## src/rtl/nibble_serial_add_ctrl_pkg.sv

```systemverilog
// Shared definitions for the nibble-serial adder: FSM encoding, slice width and
// the helper that turns an operand width into a nibble count.
package nibble_serial_add_ctrl_pkg;

  localparam int NIBBLE = 4;

  typedef enum logic [1:0] {
    ST_IDLE = 2'd0,
    ST_ADD  = 2'd1,
    ST_DONE = 2'd2
  } state_t;

  function automatic int nibbles(input int width);
    return width / NIBBLE;
  endfunction

endpackage

```

## src/rtl/nibble_serial_add_ctrl_parallel_adder.sv

```systemverilog
// 4-bit ripple-carry slice built from full adders; the serial sequencer reuses a
// single instance of it for every nibble.
module full_adder (
  input  logic a,
  input  logic b,
  input  logic cin,
  output logic s,
  output logic cout
);
  assign s    = a ^ b ^ cin;
  assign cout = (a & b) | (cin & (a ^ b));
endmodule

module parallel_adder (
  input  logic [3:0] a,
  input  logic [3:0] b,
  input  logic       carry_in,
  output logic [3:0] sum,
  output logic       carry_out
);
  logic [4:0] carry;

  assign carry[0] = carry_in;

  for (genvar i = 0; i < 4; i++) begin : g_bit
    full_adder u_fa (
      .a    (a[i]),
      .b    (b[i]),
      .cin  (carry[i]),
      .s    (sum[i]),
      .cout (carry[i+1])
    );
  end

  assign carry_out = carry[4];
endmodule

```

## src/rtl/nibble_serial_add_ctrl.sv

```systemverilog
// Adds two WIDTH-bit operands one nibble per cycle through a shared 4-bit slice,
// with valid/ready handshakes on both the operand and the result side.
module nibble_serial_add_ctrl
  import nibble_serial_add_ctrl_pkg::*;
#(
  parameter int WIDTH = 16
) (
  input  logic             clk,
  input  logic             rst,
  input  logic             in_valid,
  output logic             in_ready,
  input  logic [WIDTH-1:0] a,
  input  logic [WIDTH-1:0] b,
  input  logic             cin,
  output logic             out_valid,
  input  logic             out_ready,
  output logic [WIDTH-1:0] sum,
  output logic             cout,
  output logic             ovf,
  output logic             busy
);

  localparam int NIB   = nibbles(WIDTH);
  localparam int IDX_W = (NIB > 1) ? $clog2(NIB) : 1;
  localparam logic [IDX_W-1:0] LAST_IDX = IDX_W'(NIB - 1);

  if (WIDTH < NIBBLE || (WIDTH % NIBBLE) != 0) begin : g_bad_width
    $error("nibble_serial_add_ctrl: WIDTH must be a non-zero multiple of 4");
  end

  state_t            state_q, state_d;
  logic [WIDTH-1:0]  a_q, b_q, sum_q;
  logic [IDX_W-1:0]  idx_q;
  logic              carry_q, cout_q, ovf_q;
  logic [NIBBLE-1:0] a_nib, b_nib, slice_sum;
  logic              slice_co;
  logic              last_nib;

  assign a_nib    = a_q[idx_q*NIBBLE +: NIBBLE];
  assign b_nib    = b_q[idx_q*NIBBLE +: NIBBLE];
  assign last_nib = (idx_q == LAST_IDX);

  parallel_adder u_slice (
    .a         (a_nib),
    .b         (b_nib),
    .carry_in  (carry_q),
    .sum       (slice_sum),
    .carry_out (slice_co)
  );

  // NOTE: sequential state uses non-blocking assignments so every register
  // samples pre-edge values, independent of statement order.
  always_ff @(posedge clk) begin
    if (rst) state_q <= ST_IDLE;
    else     state_q <= state_d;
  end

  // NOTE: every output of this block gets a default first, so no path can
  // leave a value unassigned and infer a latch.
  always_comb begin
    state_d   = state_q;
    in_ready  = 1'b0;
    out_valid = 1'b0;
    busy      = 1'b0;
    unique case (state_q)
      ST_IDLE: begin
        in_ready = 1'b1;
        if (in_valid) state_d = ST_ADD;
      end
      ST_ADD: begin
        busy = 1'b1;
        if (last_nib) state_d = ST_DONE;
      end
      ST_DONE: begin
        busy      = 1'b1;
        out_valid = 1'b1;
        if (out_ready) state_d = ST_IDLE;
      end
      default: state_d = ST_IDLE;
    endcase
  end

  always_ff @(posedge clk) begin
    if (rst) begin
      a_q     <= '0;
      b_q     <= '0;
      sum_q   <= '0;
      idx_q   <= '0;
      carry_q <= 1'b0;
      cout_q  <= 1'b0;
      ovf_q   <= 1'b0;
    end else begin
      unique case (state_q)
        ST_IDLE: begin
          if (in_valid) begin
            a_q     <= a;
            b_q     <= b;
            carry_q <= cin;
            idx_q   <= '0;
            sum_q   <= '0;
            cout_q  <= 1'b0;
            ovf_q   <= 1'b0;
          end
        end
        ST_ADD: begin
          sum_q[idx_q*NIBBLE +: NIBBLE] <= slice_sum;
          carry_q                       <= slice_co;
          if (last_nib) begin
            cout_q <= slice_co;
            // Carry into the MSB is recovered from the MSB's own inputs and sum bit.
            ovf_q  <= (a_nib[NIBBLE-1] ^ b_nib[NIBBLE-1] ^ slice_sum[NIBBLE-1]) ^ slice_co;
          end else begin
            idx_q <= idx_q + 1'b1;
          end
        end
        default: ;
      endcase
    end
  end

  assign sum  = sum_q;
  assign cout = cout_q;
  assign ovf  = ovf_q;

endmodule

```

## config.mk

```make
export PLATFORM = sky130hd
export DESIGN_NAME = nibble_serial_add_ctrl
export DESIGN_NICKNAME = d
export VERILOG_FILES = /design/src/rtl/nibble_serial_add_ctrl_pkg.sv /design/src/rtl/nibble_serial_add_ctrl_parallel_adder.sv /design/src/rtl/nibble_serial_add_ctrl.sv
export SDC_FILE = /design/constraint.sdc
export NUM_CORES = 1
export LEC_CHECK = 0
export ABC_AREA = 1
export CORE_AREA = 2 2 79 81
export CTS_BUF_LIST = sky130_fd_sc_hd__clkbuf_4
export CTS_CLUSTER_SIZE = 24
export DETAILED_ROUTE_END_ITERATION = 10
export DIE_AREA = 0 0 81 83
export PLACE_DENSITY = 0.78
export SLEW_MARGIN = 0
export SYNTH_ARGS = -nofsm -noshare
export SYNTH_HDL_FRONTEND = slang
export SYNTH_SLANG_ARGS = --single-unit
```

## constraint.sdc

```tcl
create_clock -name clk -period 2.8 [get_ports clk]
set_clock_uncertainty 0.15 [all_clocks]
set_input_delay 0.56 -clock clk [delete_from_list [all_inputs] [get_ports clk]]
set_output_delay 0.56 -clock clk [all_outputs]
set_load 0.01 [all_outputs]
```

After elaboration in Yosys (flattened, before gate mapping)
Cells that the tools add are included.
Widths: inputs -> output; s select.
{"block": "totals", "register_bits": 55, "output_inout_bits": 21}
{"block": "op_classes", "n_addsub": 2, "eq_ne": 7, "n_shift": 4, "muxes": 20, "bitwise_logic": 22, "n_reduce_logical": 8}
{"op": "$neg 4->34", "count": 1}
{"op": "$shift 4x34->16 const A", "count": 1}
{"op": "$shiftx 4x34->16", "count": 1}
{"op": "$pmux 16 s2", "count": 1}
{"op": "$shiftx 16x5->4", "count": 2}
{"op": "$bwmux 16", "count": 1}
{"op": "$mux 16", "count": 1}
{"op": "$mux 2", "count": 5}
{"op": "$xor 1x1->1", "count": 10}
{"op": "$reduce_and 3->1", "count": 3}
{"op": "$and 1x1->1", "count": 8}
{"op": "$ne 2x2->1 const B", "count": 4}
{"op": "$mux 1", "count": 7}
{"op": "$pmux 1 s2", "count": 3}
{"op": "$pmux 2 s3", "count": 1}
{"op": "$eq 2x2->1 const B", "count": 2}
{"op": "$or 1x1->1", "count": 4}
{"op": "$pmux 2 s2", "count": 1}
{"op": "$reduce_and 2->1", "count": 2}
{"op": "$add 2x1->2 const B", "count": 1}
{"op": "$eq 2x1->1 const B", "count": 1}
{"op": "$logic_not 2->1", "count": 1}
{"op": "$reduce_bool 2->1", "count": 1}
{"op": "$reduce_or 2->1", "count": 1}

Logic depth before layout (Yosys ltp)
Gate-level depths: netlist (run 1).
{"block": "depth", "word_depth": 13, "ltp_mapped": 18, "ltp_nobuf": 16}

Cells and area by module
A second synthesis (run 1) with hierarchy kept.
{"block": "unflattened", "hier_cells": 357, "hier_area_um2": 2601.2}
{"mod": "nibble_serial_add_ctrl", "n_inst": 1, "cells_per_inst": 353, "area_each_um2": 2521.2, "seq_area_each_um2": 1101.1}
{"mod": "full_adder", "n_inst": 4, "cells_per_inst": 1, "area_each_um2": 20.0, "seq_area_each_um2": 0.0}

Worst setup path before layout (run 1)
Ideal clock, no wire load.
{"block": "synth_timing", "kind": "reg2reg", "startpoint": "register idx_q[0]", "endpoint": "register sum_q[7], in the netlist sum[7]", "setup_ns": 0.064, "arrival_ns": 2.932, "t_required_ns": 2.586, "slack_ns": -0.346, "path_stages_with_launch": 18, "path_buffers": 2, "period_less_slack_ns": 3.146, "cell_sequence": "dfxtp_1 -> buf_2 -> clkbuf_1 -> nor2_1 -> o22a_1 -> fa_1 -> inv_1 -> fa_1 -> inv_1 -> fa_1 -> fa_1 -> inv_1 -> nand2_1 -> nor2_1 -> nand2_1 -> nand2_1 -> nand2_1 -> nor2_1"}
{"block": "synth_via", "elab_chain_len": 12, "elab_cells_between_ends": 24, "classes_between": "1 x add/sub; 4 x shift; 2 x mux; 17 x bitwise"}
{"element": "from (decl)", "line": "nibble_serial_add_ctrl.sv:33", "rtl": "logic [IDX_W-1:0] idx_q;"}
{"element": "from (signal assigned)", "line": "nibble_serial_add_ctrl.sv:113", "rtl": "idx_q <= idx_q + 1'b1;"}
{"element": "$shiftx 16x5->4 (on tied branches)", "line": "nibble_serial_add_ctrl.sv:39, nibble_serial_add_ctrl.sv:40"}
{"element": "$xor 1x1->1", "line": "nibble_serial_add_ctrl_parallel_adder.sv:10, nibble_serial_add_ctrl_parallel_adder.sv:11"}
{"element": "$and 1x1->1", "line": "nibble_serial_add_ctrl_parallel_adder.sv:11", "rtl": "assign cout = (a & b) | (cin & (a ^ b));"}
{"element": "$or 1x1->1", "line": "nibble_serial_add_ctrl_parallel_adder.sv:11"}
{"element": "$and 1x1->1", "line": "nibble_serial_add_ctrl_parallel_adder.sv:11"}
{"element": "$or 1x1->1", "line": "nibble_serial_add_ctrl_parallel_adder.sv:11"}
{"element": "$and 1x1->1", "line": "nibble_serial_add_ctrl_parallel_adder.sv:11"}
{"element": "$or 1x1->1", "line": "nibble_serial_add_ctrl_parallel_adder.sv:11"}
{"element": "$xor 1x1->1", "line": "nibble_serial_add_ctrl_parallel_adder.sv:10", "rtl": "assign s = a ^ b ^ cin;"}
{"element": "$shiftx 4x34->16", "line": "nibble_serial_add_ctrl.sv:106", "rtl": "sum_q[idx_q*NIBBLE +: NIBBLE] <= slice_sum;"}
{"element": "$bwmux 16 *", "line": "nibble_serial_add_ctrl.sv:106"}
{"element": "$pmux 16 s2 *", "line": "nibble_serial_add_ctrl.sv:93", "rtl": "unique case (state_q)"}
{"element": "to (signal, indexed assignment)", "line": "nibble_serial_add_ctrl.sv:106"}
{"element": "to (decl)", "line": "nibble_serial_add_ctrl.sv:32", "rtl": "logic [WIDTH-1:0] a_q, b_q, sum_q;"}
Mark *: on every way between the ends. The rest lies on a longest branch, timed or not.
A chain may end at the register's enable or synchronous reset.

Final worst setup path (run 1)
Ends and elaborated chain as after synthesis.

==> metrics.cfg, run 1 <==
[sta]
worst_pin_slew_ns = 0.5490
max_slew_margin = 0.6336
hold_viol_final = 0
slew_violations = 0
setup_violations = 5
rsz0062_at_grt = true
fin_setup_tns_ns = -0.4645
max_freq_mhz = 342.1
fin_crit_sh = 1.044
layout_setup_ws_ns = -0.1228
period_needed_ns = 2.923

[global_routing]
top_usage_layer = met2
grt_max_degree = 47
gr-usage-met1 = 0.2229
antenna_found_initial = 0
grt_pass1_wl_mm = 10.27
grt_pass1_vias = 2452
gr-usage-met2 = 0.3396
grt_overflow = 0
grt_use_met3 = 0.03261
grt_usage = 0.1903

[detailed_routing]
dr.first_iter.drc_count = 96
via_per_inst = 4.856
dr.pass1.iters = 4
vias = 2559
drt_wl_total_mm = 6.099
post_drt_wl_per_cell_microns = 11.57
antenna_left = 0
drc = 0

[placement]
pre_cts_slack_ns = -0.2389
portBuffers = 57
dpl.cell_count = 514
place_congestion = 0.8937
dp_hpwl_mm = 4.680

[finish]
final_cells = 527
drive_above_1_share = 0.1018
fin_nets = 500
utilization = 0.6003
syn_to_final_growth_pct = 31.98
final_cell_mix = 113 x nor2_1, 71 x nand2_1, 57 x clkdlybuf4s50_1
insertedDiodeCount = 0
final_common_cell = nor2_1
nFillCells = 579

[clocking]
cts-root-buf = clkbuf_4
cts_hold_buf = 0
clk_pin_slew_ns = 0.15
clock_latency_ns = 0.38
cts_sinks = 55
h-tree-depth = 2
clk_path_buf_depth = 2
cts_buffers = 5
cts_tree = yes

[floorplan]
core-area_sq_um = 5816
start_util = 0.4548
die_area_sq_um = 6723
boundaryPins = 58
rows = 28
die_y_microns = 83
fp.dieW_microns = 81

[power_and_ir_drop]
power.switching_mw = 0.5121
combPwrFrac = 0.250
p_int_mw = 1.238
power.total_mw = 1.750
power.leakage_nw = 1.487
ir_drop_v = 0.0002935
p_sw_frac = 0.2926
pwr-share-seq = 0.504
power.density_nw_per_um2 = 501.4
pwr-share-clk = 0.246

[worst_hold_path]
hold_class = reg -> reg

[synth]
synth_top_cell_area_share = 0.4163
syn-instance-count = 384
syn_nets = 433
synth-seq-cells = 55
netlist_area_sq_um = 2645
seq_area_frac_synth = 0.4163
ys_warn_count = 0
netlist_top_cells_area = dfxtp_1 42%, nor2_1 16%, nand2_1 10%
yosys.cell_types.count = 24
synth.largest_area_cell = dfxtp_1
avgSynthCellArea_sq_um = 6.888

[setup_path]
arrival_ns = 3.11
start_kind = register
crit_required_ns = 2.99
cp_max_fo = 7
end_kind = register
path_class = reg -> reg
reg2reg_slack_ns = -0.12

[outcome]
failed_checks = negative setup slack
outcome = finished with violations

[job]
drv_cap = 0

-- cell usage after synthesis --
master / number
nor2_1: 114
nand2_1: 72
dfxtp_1: 55
o21ai_0: 48
inv_1: 21
a21oi_1: 13
nand3_1: 11
ha_1: 8
clkbuf_1: 6
buf_2: 5
buf_4: 5
fa_1: 4
o22a_1: 4
a21oi_2: 3
buf_1: 2
clkinv_1: 2
nand3b_1: 2
o21ai_1: 2
o22ai_1: 2
inv_2: 1
nand2_2: 1
nand4_1: 1
nor2_2: 1
nor3_1: 1
-- per-layer routing --
metal | share of wire | vias to the layer above
met2 | 0.50 | 54
met1 | 0.44 | 1145
li1 | - | 1350
met4 | 0.019 | 0
met3 | 0.037 | 10
met5 | 0 | -
-- logic make-up (layout without fill, tap and decap cells) --
kind of cell / count (synthesis) / count (layout) / share of synthesized area
buf+inv: 42 / 110 / 0.06907
flops: 55 / 55 / 0.4163
simple gates: 203 / 203 / 0.2994
fa+ha+maj: 12 / 12 / 0.06812
compound gates: 72 / 72 / 0.1471
-- worst max-delay path, stage by stage, from the launching register on --
cell     delay (ns)
dfxtp_4        0.40
inv_4          0.09
nor2_1         0.04
o22a_1         0.23
fa_2           0.36
inv_2          0.06
fa_1           0.15
inv_1          0.06
fa_2           0.36
fa_1           0.47
inv_2          0.10
nand2_2        0.06
nor2_2         0.09
nand2_1        0.05
nand2_1        0.07
nand2_1        0.05
nor2_1         0.10
-- through the flow --
stage	hold slack, ns	area (sq um)
after floorplan	0.2995	2683
after global placement	0.3080	3358
after detailed placement	0.3041	3358
after CTS	0.3226	3466
after global routing	0.3546	3491
final	0.3208	3491
-- timing repair --
item                       CTS  global route
pin swaps                    4             3
setup buffers                3             2
setup endpoints to repair    7             7
resized for setup            6             5
-- registers in the layout (all words and copies together), names as in the netlist --
signal,cells
idx_q,2
b_q,16
sum,16
state_q,2
ovf,1
carry_q,1
a_q,16
cout,1
-- final timing paths --
path,startpoint,endpoint,cells past startpoint
max reg2reg,idx_q[0],sum[7],16
max,idx_q[0],sum[7],16
min reg2reg,sum[9],sum[9],2
min,sum[9],sum[9],2
-- area by class of cell --
class	count	area, sq um	area share
clock inverters	3	38.79	0.01111
multi-input cells	287	1381	0.3957
flip-flops and latches	55	1106	0.3168
well taps	75	93.84	0.02688
clock buffers	5	37.54	0.01075
inverters	24	92.59	0.02652
repair buffers	78	740.7	0.2122
-- power by group through the flow --
stage	combinational [mW]	clock, mW	sequential [mW]
after floorplan	0.263	0	0.899
after global placement	0.417	0	0.898
after detailed placement	0.425	0	0.900
after CTS	0.432	0.430	0.882
after global routing	0.496	0.462	0.889
final	0.438	0.430	0.882
Note: power is estimated with default switching activity, not from simulation.
==> run 2, diff against run 1 <==
- CORE_AREA: 2 2 79 81 -> 2 2 93 95
- DIE_AREA: 0 0 81 83 -> 0 0 95 97
- PLACE_DENSITY: 0.78 -> 0.6
==> run 2 against run 1 <==
  * The flow still finishes with violations (negative setup slack)
  * Maximum frequency increased by 2.0%
  * Flip-flop and latch count unchanged
  * Hold slack improved by 0.0079 ns
  * Cell area increased by 0.39%
  * Routed wire length increased by 2.4%
  * Critical endpoint is now sum[15]
  * Largest power group unchanged
  * Power decreased by 3.9%
  * Clock power decreased by 15%
  * Cell count increased by 5.7%
  * Via count decreased by 1.2%
  * Setup slack improved by 0.058 ns
  * Clock-buffer cell count increased by 1
==> metrics.cfg, run 2 (synthesis results as in run 1) <==
[outcome]
outcome = finished with violations
failed_checks = negative setup slack

[placement]
portBuffers = 57
dp_hpwl_mm = 4.873
place_congestion = 0.8831
dpl.cell_count = 544

[clocking]
cts_sinks = 55
cts_tree = yes
cts_hold_buf = 0
clk_pin_slew_ns = 0.17
cts_buffers = 5
clock_latency_ns = 0.38
h-tree-depth = 2
clk_path_buf_depth = 2
cts-root-buf = clkbuf_4

[setup_path]
max_stage_delay_ns = 0.54
cp_max_fo = 7
critPathLaunch = idx_q[0]
arrival_ns = 3.00
crit_path_cell_trace = inv_4, o21ai_1, o22a_1, fa_2, inv_2, fa_1, inv_1, fa_2, fa_2, inv_2, nand2_2, nor2_2, nand2_1, nand2_1, nand2_1, nor2_1
timing.rr.start = idx_q[0]
path_class = reg -> reg
critical_path_buf_inv_count = 4
crit_required_ns = 2.93
end_kind = register
start_kind = register
crit_family = adder cells
cp_slowest_cell = fa_2

[power_and_ir_drop]
power.density_nw_per_um2 = 479.7
power.total_mw = 1.681
ir_drop_v = 0.0001840
power.leakage_nw = 1.472

[finish]
final_cell_mix = 113 x nor2_1, 70 x nand2_1, 57 x clkdlybuf4s50_1
drive_above_1_share = 0.1040
insertedDiodeCount = 0
final_cells = 557
syn_to_final_growth_pct = 32.50
nFillCells = 841
fin_nets = 500
final_common_cell = nor2_1
utilization = 0.4309

[detailed_routing]
dr.first_iter.drc_count = 69
dr.pass1.iters = 4
vias = 2529
via_per_inst = 4.540
drc = 0
post_drt_wl_per_cell_microns = 11.21
drt_wl_total_mm = 6.246
antenna_left = 0

[global_routing]
grt_overflow = 0
grt_usage = 0.1448
antenna_found_initial = 0
grt_pass1_vias = 2364
grt_pass1_wl_mm = 10.78
grt_max_degree = 47

[floorplan]
boundaryPins = 58
die_area_sq_um = 9215
core-area_sq_um = 8134
die_y_microns = 97
start_util = 0.3252
fp.dieW_microns = 95
rows = 33

[sta]
setup_violations = 5
layout_setup_ws_ns = -0.06459
max_slew_margin = 0.7128
max_freq_mhz = 349.1
worst_pin_slew_ns = 0.4309
hold_viol_final = 0
fin_setup_tns_ns = -0.2487
period_needed_ns = 2.865
rsz0062_at_grt = true
fin_crit_sh = 1.023
slew_violations = 0

[worst_hold_path]
hold_class = reg -> reg
min_from = sum[10]

[job]
drv_cap = 0

[run 2: where the power goes]
part | switching (mW) | internal [mW] | leakage (nW)
clock network | 0.252 | 0.112 | 0.0323
registers | 0.0333 | 0.846 | 0.455
logic | 0.233 | 0.205 | 0.984
total | 0.518 | 1.16 | 1.47
[run 2: final timing paths]
check                           slack, ns       to  depth (start not counted)
worst max-delay path                -0.06  sum[15]                         16
worst min-delay path                 0.33  sum[10]                          2
worst max register to register      -0.06  sum[15]                         16
worst min register to register       0.33  sum[10]                          2
[run 2: final cells by class]
| cell class | count | area (sq um) | share of cell area |
|---|---|---|---|
| multi-input combinational | 287 | 1376 | 0.3927 |
| timing repair buffer | 78 | 732.0 | 0.2089 |
| clock buffer | 6 | 45.04 | 0.01285 |
| inverter | 24 | 95.09 | 0.02713 |
| sequential | 55 | 1109 | 0.3163 |
| tap | 105 | 131.4 | 0.03749 |
| clock inverter | 2 | 16.27 | 0.004641 |
[run 2: repair_timing]
action	4_1_cts	5_1_grt
gates resized for setup	8	4
buffers inserted	4	1
pin swaps	7	1
endpoints found under the setup margin	6	8
gates cloned	0	0
[run 2: metrics by stage]
| stage | cell area (sq um) | setup slack, ns | hold WS (ns) |
|---|---|---|---|
| after floorplan | 2683 | -0.1808 | 0.2995 |
| after global placement | 3383 | -0.1575 | 0.3088 |
| after detailed placement | 3383 | -0.2051 | 0.3124 |
| after CTS | 3490 | -0.09538 | 0.3332 |
| after global routing | 3505 | -0.2527 | 0.3542 |
| final | 3505 | -0.06459 | 0.3287 |
[run 2: metal layers]
| metal | share of wire | track usage |
|---|---|---|
| met1 | 0.47 | 0.1875 |
| met4 | 0.014 | 0.04571 |
| met2 | 0.48 | 0.2395 |
| met3 | 0.043 | 0.02960 |
| met5 | 0 | 0 |
[run 2: worst reg2reg max path: cells and delay by family (launching register included)]
kind | cells | cell delay [ns]
AND/OR/NAND/NOR | 6 | 0.32
adder cells (fa/ha/maj) | 4 | 1.37
flip-flops | 1 | 0.40
AO/OA/AOI/OAI | 2 | 0.26
buffers and inverters | 4 | 0.25
==> run 3, diff against run 2 <==
- ABC_AREA: 1 -> not set
- CAP_MARGIN: not set -> 25
- CORE_AREA: 2 2 93 95 -> 2 2 92 94
- DIE_AREA: 0 0 95 97 -> 0 0 94 96
- PLACE_DENSITY: 0.6 -> 0.61
==> run 3 against run 2 <==
  * The run still ends with negative setup slack left
  * Die area down 2.1%
  * Flip-flop and latch count unchanged
  * Area after synthesis decreased by 1.2%
  * Cell count down 17%
  * Largest cell class unchanged
==> metrics.cfg, run 3 <==
[sta]
worst_pin_slew_ns = 0.5541
slew_violations = 0
max_freq_mhz = 326.6
max_slew_margin = 0.6306
layout_setup_ws_ns = -0.2619
setup_violations = 7
fin_crit_sh = 1.094
hold_viol_final = 0
rsz0062_at_grt = true
period_needed_ns = 3.062

[finish]
nFillCells = 839
register_area_sq_um = 1105
insertedDiodeCount = 0
syn_to_final_growth_pct = 30.08
fin_nets = 406
final_cells = 463
drive_above_1_share = 0.1425
final_cell_mix = 71 x nand2_1, 56 x clkdlybuf4s50_1, 54 x dfxtp_1
final_common_cell = nand2_1
multi_input_area_sq_um = 1390

[synth]
synth_top_cell_area_share = 0.4215
yosys_most_used_dff = dfxtp_1
synth.largest_area_cell = dfxtp_1
netlist_top_cells_area = dfxtp_1 42%, nand2_1 10%, a21oi_1 7.5%
ys_warn_count = 0
syn-instance-count = 301
synth-edff-count = 0
synth-seq-cells = 55
synth-async-reset-ratio = 0
yosys.cell_count.top_type = nand2_1
seq_area_frac_synth = 0.4215
netlist_area_sq_um = 2613
yosys.cell_types.count = 42
syn_nets = 350
avgSynthCellArea_sq_um = 8.679
synth_common_cells = 71 x nand2_1, 55 x dfxtp_1, 39 x a21oi_1

[detailed_routing]
post_drt_wl_per_cell_microns = 13.19
drt_wl_total_mm = 6.109
drc = 0
dr.pass1.iters = 4
antenna_left = 0
via_per_inst = 4.719
dr.first_iter.drc_count = 47
vias = 2185

[global_routing]
grt_usage = 0.1396
grt_use_met3 = 0.02662
grt_max_degree = 33
grt_overflow = 0
grt_pass1_vias = 2109
grt_pass1_wl_mm = 9.784
top_usage_layer = met2
antenna_found_initial = 0
gr-usage-met1 = 0.1713
gr-usage-met2 = 0.2423

[setup_path]
path_class = reg -> reg
r2r-end = cout
critPathLaunch = idx_q[0]
timing.rr.start = idx_q[0]
cp_max_fo = 4
crit_required_ns = 2.98
end_kind = register
worstSetupEndpoint = cout
rr_worst_depth = 12
start_kind = register
reg2reg_slack_ns = -0.26
arrival_ns = 3.24

[power_and_ir_drop]
power.density_nw_per_um2 = 457.6
power.leakage_nw = 1.224
ir_drop_v = 0.0001911

[worst_hold_path]
hold_depth = 2
hold_class = reg -> reg

[placement]
dpl.cell_count = 454
dp_hpwl_mm = 4.518
pre_cts_slack_ns = -0.2457
place_congestion = 0.8531
portBuffers = 57

[floorplan]
rows = 33
core-area_sq_um = 8051
fp.dieW_microns = 94
die_y_microns = 96
start_util = 0.3245
die_area_sq_um = 9024
boundaryPins = 58

[clocking]
clock_latency_ns = 0.39
cts_buffers = 5
cts_tree = yes
cts_hold_buf = 0
clk_pin_slew_ns = 0.17
clk_path_buf_depth = 2
cts_sinks = 55
h-tree-depth = 2
cts-root-buf = clkbuf_4

[outcome]
outcome = finished with violations
failed_checks = negative setup slack

[job]
drv_cap = 0

-- run 3: cell types whose count changed in the layout (fill, tap and decap cells not counted), moves of 4 or more --
cell	previous run	this run
buf_4	20	10
mux2i_1	0	9
a21oi_1	13	39
mux4_2	0	8
nor2_1	113	25
nor3_1	1	5
nand3_1	11	0
inv_1	18	11
a32oi_1	0	4
o21ai_0	47	1
o22a_1	4	0
-- run 3: critical path, cell delays in order, from the launching register on --
cell and delay [ns]:
dfxtp_4 0.40, mux4_2 0.33, inv_2 0.04, fa_2 0.35
inv_2 0.06, fa_2 0.18, inv_2 0.04, fa_2 0.35
fa_2 0.38, buf_4 0.14, buf_4 0.12, or3_1 0.34
a21oi_1 0.13
-- run 3: layout make-up --
type,instances,area share
Multi-Input combinational cell,211,0.4091
Sequential cell,55,0.3251
Timing Repair Buffer,68,0.1918
Tap cell,105,0.03866
Inverter,16,0.01767
Clock buffer,5,0.01105
Clock inverter,3,0.006627
-- run 3: kinds of logic after synthesis --
group | after synthesis | synth area share
xor+xnor | 2 | 0.006706
mux | 18 | 0.1092
buf+inv | 35 | 0.05842
flops | 55 | 0.4215
compound gates | 56 | 0.1264
fa+ha+maj | 12 | 0.06897
simple gates | 123 | 0.2088
-- run 3: metal layers --
| metal | share of wire | up-vias |
|---|---|---|
| li1 | - | 1121 |
| met1 | 0.46 | 1007 |
| met2 | 0.49 | 48 |
| met3 | 0.037 | 9 |
| met4 | 0.018 | 0 |
| met5 | 0 | - |
-- run 3: what timing repair did --
action / CTS / global route
setup endpoints to repair: 7 / 8
pin swaps: 5 / 3
cloned: 0 / 0
buffers inserted: 0 / 2
gates resized for setup: 6 / 4
-- run 3: worst min path at each step --
stage | startpoint | end | slack, ns
6_report | b_q[14] | b_q[14] | 0.32
5_1_grt | b_q[3] | b_q[3] | 0.34
4_1_cts | a_q[11] | a_q[11] | 0.32
3_5_place_dp | a_q[11] | a_q[11] | 0.30
3_3_place_gp | a_q[15] | a_q[15] | 0.29
2_1_floorplan | a_q[10] | a_q[10] | 0.28
-- run 3: power by group --
group	switching, mW	internal, mW
Combinational	0.181	0.166
Clock	0.266	0.102
Sequential	0.0197	0.820
Total	0.467	1.09
-- run 3: per-stage QoR --
step | power [mW] | util | setup TNS [ns] | hold WS (ns) | area, sq um
floorplan | 1.077 | - | -0.7606 | 0.2831 | 2635
global placement | 1.195 | 0.4106 | -0.7332 | 0.2947 | 3306
detailed placement | 1.199 | 0.4106 | -0.9262 | 0.2979 | 3306
CTS | 1.575 | 0.4202 | -0.8031 | 0.3190 | 3383
global route | 1.645 | 0.4221 | -1.824 | 0.3393 | 3398
finish | 1.555 | 0.4221 | -1.131 | 0.3162 | 3398
